===== config.mk =====
export PLATFORM = sky130hd
export DESIGN_NAME = echo_indication_output
export DESIGN_NICKNAME = d
export VERILOG_FILES = /design/src/rtl/echo_portal_pkg.sv /design/src/rtl/portal_word_fifo.sv /design/src/rtl/echo_indication_output.sv
export SDC_FILE = /design/constraint.sdc
export NUM_CORES = 1
export LEC_CHECK = 0
export BUFFER_PORTS_ARGS = -buffer_cell sky130_fd_sc_hd__buf_2
export CORE_MARGIN = 1.5
export CORE_UTILIZATION = 40
export DETAILED_ROUTE_END_ITERATION = 10
export MAX_ROUTING_LAYER = met4
export PLACE_DENSITY_LB_ADDON = 0.12
export SLEW_MARGIN = 10
export SYNTH_ARGS = -nofsm -noshare
export SYNTH_HDL_FRONTEND = slang
export SYNTH_SLANG_ARGS = --single-unit

===== constraint.sdc =====
create_clock -name CLK -period 2.3 [get_ports CLK]
set_input_delay 0.115 -clock CLK [delete_from_list [all_inputs] [get_ports CLK]]
set_output_delay 0.115 -clock CLK [all_outputs]
set_load 0.05 [all_outputs]

===== src/rtl/echo_portal_pkg.sv =====
// Shared constants and types for the echo portal indication path.
package echo_portal_pkg;

    typedef logic [31:0] word_t;

    localparam logic [15:0] HEARD_METHOD      = 16'd0;
    localparam logic [15:0] HEARD_SIZE_BITS   = 16'd32;
    localparam word_t       INTR_CHANNEL_NONE = 32'hFFFF_FFFF;

    // Message size in bits for a given indication method number.
    function automatic logic [15:0] messageSizeOf(input logic [15:0] methodNumber);
        return (methodNumber == HEARD_METHOD) ? HEARD_SIZE_BITS : 16'd0;
    endfunction

endpackage


===== src/rtl/portal_word_fifo.sv =====
// Circular-buffer word FIFO used as one indication pipe of a portal.
module portal_word_fifo #(
    parameter int DEPTH = 4,
    parameter int WIDTH = 32
) (
    input  logic             clk,
    input  logic             rstN,
    input  logic             enqEn,
    input  logic [WIDTH-1:0] enqData,
    input  logic             deqEn,
    output logic [WIDTH-1:0] first,
    output logic             notFull,
    output logic             notEmpty
);

    localparam int AW = $clog2(DEPTH);
    localparam logic [AW:0] FULL_CNT = (AW + 1)'(DEPTH);

    logic [WIDTH-1:0] mem [DEPTH];
    logic [AW-1:0]    rp;
    logic [AW-1:0]    wp;
    logic [AW:0]      cnt;
    logic             doEnq;
    logic             doDeq;

    // Status comes only from the registered count, so enables never reach RDY.
    assign notFull  = (cnt != FULL_CNT);
    assign notEmpty = (cnt != '0);
    assign doEnq    = enqEn && notFull;
    assign doDeq    = deqEn && notEmpty;
    assign first    = notEmpty ? mem[rp] : '0;

    always_ff @(posedge clk or negedge rstN) begin
        if (!rstN) begin
            rp  <= '0;
            wp  <= '0;
            cnt <= '0;
        end else begin
            if (doEnq) wp <= wp + 1'b1;
            if (doDeq) rp <= rp + 1'b1;
            case ({doEnq, doDeq})
                2'b10:   cnt <= cnt + 1'b1;
                2'b01:   cnt <= cnt - 1'b1;
                default: cnt <= cnt;
            endcase
        end
    end

    // Storage is left uninitialised across reset; the pointers define validity.
    always_ff @(posedge clk) begin
        if (doEnq) mem[wp] <= enqData;
    end

endmodule


===== src/rtl/echo_indication_output.sv =====
// Indication-side portal adapter: buffers heard(v) payloads for host pipe 0.
module echo_indication_output
    import echo_portal_pkg::*;
#(
    parameter int DEPTH = 4
) (
    input  logic        CLK,
    input  logic        RST_N,
    input  logic [31:0] ifc_heard_v,
    input  logic        EN_ifc_heard,
    output logic        RDY_ifc_heard,
    input  logic [15:0] portalIfc_messageSize_size_methodNumber,
    output logic [15:0] portalIfc_messageSize_size,
    output logic        RDY_portalIfc_messageSize_size,
    output logic [31:0] portalIfc_indications_0_first,
    output logic        RDY_portalIfc_indications_0_first,
    input  logic        EN_portalIfc_indications_0_deq,
    output logic        RDY_portalIfc_indications_0_deq,
    output logic        portalIfc_indications_0_notEmpty,
    output logic        RDY_portalIfc_indications_0_notEmpty,
    output logic        portalIfc_intr_status,
    output logic        RDY_portalIfc_intr_status,
    output logic [31:0] portalIfc_intr_channel,
    output logic        RDY_portalIfc_intr_channel
);

    word_t pipeFirst;
    logic  pipeNotFull;
    logic  pipeNotEmpty;

    portal_word_fifo #(
        .DEPTH (DEPTH),
        .WIDTH (32)
    ) pipe0 (
        .clk      (CLK),
        .rstN     (RST_N),
        .enqEn    (EN_ifc_heard),
        .enqData  (ifc_heard_v),
        .deqEn    (EN_portalIfc_indications_0_deq),
        .first    (pipeFirst),
        .notFull  (pipeNotFull),
        .notEmpty (pipeNotEmpty)
    );

    assign RDY_ifc_heard                        = pipeNotFull;
    assign portalIfc_indications_0_first        = pipeFirst;
    assign RDY_portalIfc_indications_0_first    = pipeNotEmpty;
    assign RDY_portalIfc_indications_0_deq      = pipeNotEmpty;
    assign portalIfc_indications_0_notEmpty     = pipeNotEmpty;
    assign RDY_portalIfc_indications_0_notEmpty = 1'b1;

    assign portalIfc_messageSize_size     = messageSizeOf(portalIfc_messageSize_size_methodNumber);
    assign RDY_portalIfc_messageSize_size = 1'b1;

    // Only one pipe exists, so the lowest non-empty channel is 0 or none.
    assign portalIfc_intr_status      = pipeNotEmpty;
    assign RDY_portalIfc_intr_status  = 1'b1;
    assign portalIfc_intr_channel     = pipeNotEmpty ? 32'd0 : INTR_CHANNEL_NONE;
    assign RDY_portalIfc_intr_channel = 1'b1;

endmodule


==> reports/qor.csv <==
stage;metric;value;unit
grt;gr ovfl total;0;
clocking;clock sinks;135;
routing;post-route ant nets;0;
synth;Distinct cells, synth;25;
sta;final worst-path cycle share;0.9527;
die;FP Rows;43;
critical_path;Worst Path Arrival;2.52;ns
clocking;TritonCTS Buffers;17;
clocking;deepest clock path buffer count;2;
routing;drt wl/cell;16.38;um
grt;largest net degree at the start of global routing;40;
clocking;Post-CTS Setup Inserts;0;
synth;YS warnings;0;
min_path;Hold Path Class;input pin to asynchronous set/reset pin;
clocking;Clk pin slew, worst setup/hold paths;0.05;ns
routing;initial drt markers;142;
synth;Syn Std Cell Area;0.005714;mm^2
grt;initial antenna violation count;0;
sta;setup TNS;0;ns
die;Ports;141;
grt;first-pass GRT wire length;15.57;mm
sta;Max-slew headroom;0.3922;
routing;total number of vias;2962;
sta;final hold vios;0;
sta;setup violators final;0;
placed_design;Setup WS pre-CTS;0.1123;ns
clocking;CTS tree;yes;
grt;vias in the first global route;2951;
sta;fin crit period;2.191;ns
clocking;CTS root buf;clkbuf_16;
routing;Routed WL;10.28;mm
die;die width;122.5;um
critical_path;R2R Setup Slk;0.11;ns
sta;Clock Skew;0.005197;ns
die;Core ar.;0.01393;mm^2
placed_design;Area after DPL;0.006195;mm^2
clocking;H-tree depth;4;
layout;Fill cells;1137;
synth;FF+latch count, synth;135;
placed_design;dpl cells;560;
synth;Synth Instances;303;
die;Initial Util;0.4101;
critical_path;Req. time, crit path;2.63;ns
critical_path;Crit Path Class;flip-flop to flip-flop;
sta;RSZ-0062 raised after global routing;no;
synth;post-synthesis sequential area ratio;0.7033;
grt;Total GRT Usage;0.1505;
run_status;outcome;finished clean;
synth;leading area contributor after synthesis;edfxtp_1;
critical_path;CP endpoint kind;flip-flop;
synth;top post-synthesis cells by area;edfxtp_1, mux4_2, buf_4;
routing;drt drc;0;
synth;Syn Area/Cell;18.86;um^2
synth;Synth top area share;0.6727;
sta;max-slew violation count;0;
die;DIE AREA;0.01501;mm^2
layout;final instance area;0.007153;mm^2
critical_path;worst-path fanout max;6;
sta;Worst Tran Pin Value;0.9118;ns
placed_design;Final GP Congestion;0.7259;
layout;Layout Nets;494;
layout;Finished Layout Cells;628;
sta;Fmax;456.4;MHz
placed_design;buffers added on ports;121;
sta;final worst-path setup slack;0.1089;ns
job;Max-Cap Viols;0;
clocking;clk_lat worst skew;0.41;ns
layout;ANT cells;0;
routing;Avg Vias per Cell;4.717;
routing;first-pass iteration count of the detailed router;4;
layout;layout cells sized above 1;0.4397;
die;die height;122.5;um
critical_path;critical path startpoint category;flip-flop;
placed_design;Detailed Place HPWL;5.873;mm
layout;P&R area growth vs syn;25.18;%
==> cells in the mapped netlist <==
| cell | number |
|---|---|
| ha_1 | 5 |
| inv_1 | 7 |
| clkbuf_1 | 5 |
| and4_1 | 1 |
| and2_4 | 1 |
| buf_4 | 53 |
| mux2_4 | 1 |
| nand2_1 | 1 |
| dfrtp_1 | 7 |
| mux4_2 | 32 |
| edfxtp_1 | 128 |
| fa_1 | 1 |
| xnor2_1 | 3 |
| buf_6 | 4 |
| o21ai_0 | 1 |
| or3b_4 | 1 |
| or3_1 | 1 |
| xor2_1 | 3 |
| and3_2 | 4 |
| nor4_1 | 4 |
| nand3_1 | 1 |
| and2_1 | 33 |
| buf_2 | 3 |
| nor2_1 | 1 |
| conb_1 | 2 |
==> stage by stage <==
stage | hold WS (ns) | util
6_report | 0.06413 | 0.5133
5_1_grt | 0.06310 | 0.5133
4_1_cts | 0.05390 | 0.5120
3_5_place_dp | -0.03282 | 0.4446
3_3_place_gp | -0.03446 | 0.4446
2_1_floorplan | -0.1806 | -
==> routing by layer <==
| metal | wire length, um | up-vias | GRT usage |
|---|---|---|---|
| li1 | - | 1346 | - |
| met1 | 4562 | 1486 | 0.1800 |
| met2 | 5060 | 114 | 0.2395 |
| met3 | 497 | 16 | 0.04414 |
| met4 | 163 | 0 | 0.06323 |
| met5 | 0 | - | - |
==> sequential cells by signal, summed over array words and instances (netlist names) <==
register   cells
pipe0.cnt      3
pipe0.mem    128
pipe0.rp       2
pipe0.wp       2
==> cells in the final DEF (no fill, tap or decap), types with 2 or more instances in the layout <==
| cell type | Yosys | final |
|---|---|---|
| conb_1 | 2 | 19 |
| xor2_1 | 3 | 3 |
| buf_2 | 3 | 121 |
| dfrtp_2 | 0 | 2 |
| clkinv_2 | 0 | 4 |
| inv_1 | 7 | 6 |
| dlygate4sd3_1 | 0 | 34 |
| clkbuf_16 | 0 | 17 |
| nor4_1 | 4 | 4 |
| and2_1 | 33 | 33 |
| mux4_2 | 32 | 32 |
| edfxtp_1 | 128 | 128 |
| clkinvlp_4 | 0 | 5 |
| ha_1 | 5 | 5 |
| clkbuf_1 | 5 | 2 |
| clkinv_1 | 0 | 3 |
| and3_2 | 4 | 4 |
| dfrtp_1 | 7 | 5 |
| buf_12 | 0 | 2 |
| bufinv_16 | 0 | 4 |
| xnor2_1 | 3 | 3 |
==> worst max-delay path: stages, from the launching register on <==
cell,delay (ns)
dfrtp_1,0.41
or3b_4,0.43
and2_4,0.19
inv_1,0.05
ha_1,0.18
inv_1,0.07
fa_1,0.37
xor2_1,0.15
nor2_1,0.11
xor2_1,0.16
==> cell families (layout without fill, tap and decap cells) <==
| kind of cell | Yosys count | after routing | share of synthesized area |
|---|---|---|---|
| other | 2 | 19 | 0.001314 |
| multiplexers | 33 | 33 | 0.1287 |
| XOR/XNOR | 6 | 6 | 0.009198 |
| buffers and inverters | 72 | 200 | 0.08802 |
| flip-flops | 135 | 135 | 0.7033 |
| AO/OA/AOI/OAI | 1 | 1 | 0.0008750 |
| adder cells (fa/ha/maj) | 6 | 6 | 0.01445 |
| AND/OR/NAND/NOR | 48 | 48 | 0.05408 |
==> layout make-up <==
cell class | count | area [um^2] | share of cell area
Clock buffer | 19 | 432.9 | 0.06052
Clock inverter | 12 | 158.9 | 0.02221
Inverter | 7 | 30.03 | 0.004198
Multi-Input combinational cell | 113 | 1257 | 0.1758
Sequential cell | 135 | 4021 | 0.5622
Tap cell | 180 | 225.2 | 0.03149
Timing Repair Buffer | 159 | 1005 | 0.1405
Timing Repair inverter | 3 | 22.52 | 0.003149
==> worst paths after layout <==
path	startpoint	to	cells after the start
setup / recovery	pipe0.cnt[0]	pipe0.cnt[2]	9
min in group CLK	EN_ifc_heard	pipe0.wp[0]	3
hold / removal	RST_N	pipe0.cnt[2]	2
max in group asynchronous	RST_N	pipe0.rp[0]	2
hold reg to reg	pipe0.cnt[2]	pipe0.cnt[2]	1
setup reg to reg	pipe0.cnt[0]	pipe0.cnt[2]	9
==> repair_timing <==
action / CTS / global route
setup endpoints to repair: 32 / 32
pin swaps: 0 / 0
gates resized for setup: 1 / 3
hold buffers: 34 / 0
hold endpoints to repair: 136 / 0
gates cloned: 1 / 2
Power is not shown: default switching activity piles up to over one toggle a cycle in this logic, so the estimate is an artifact.
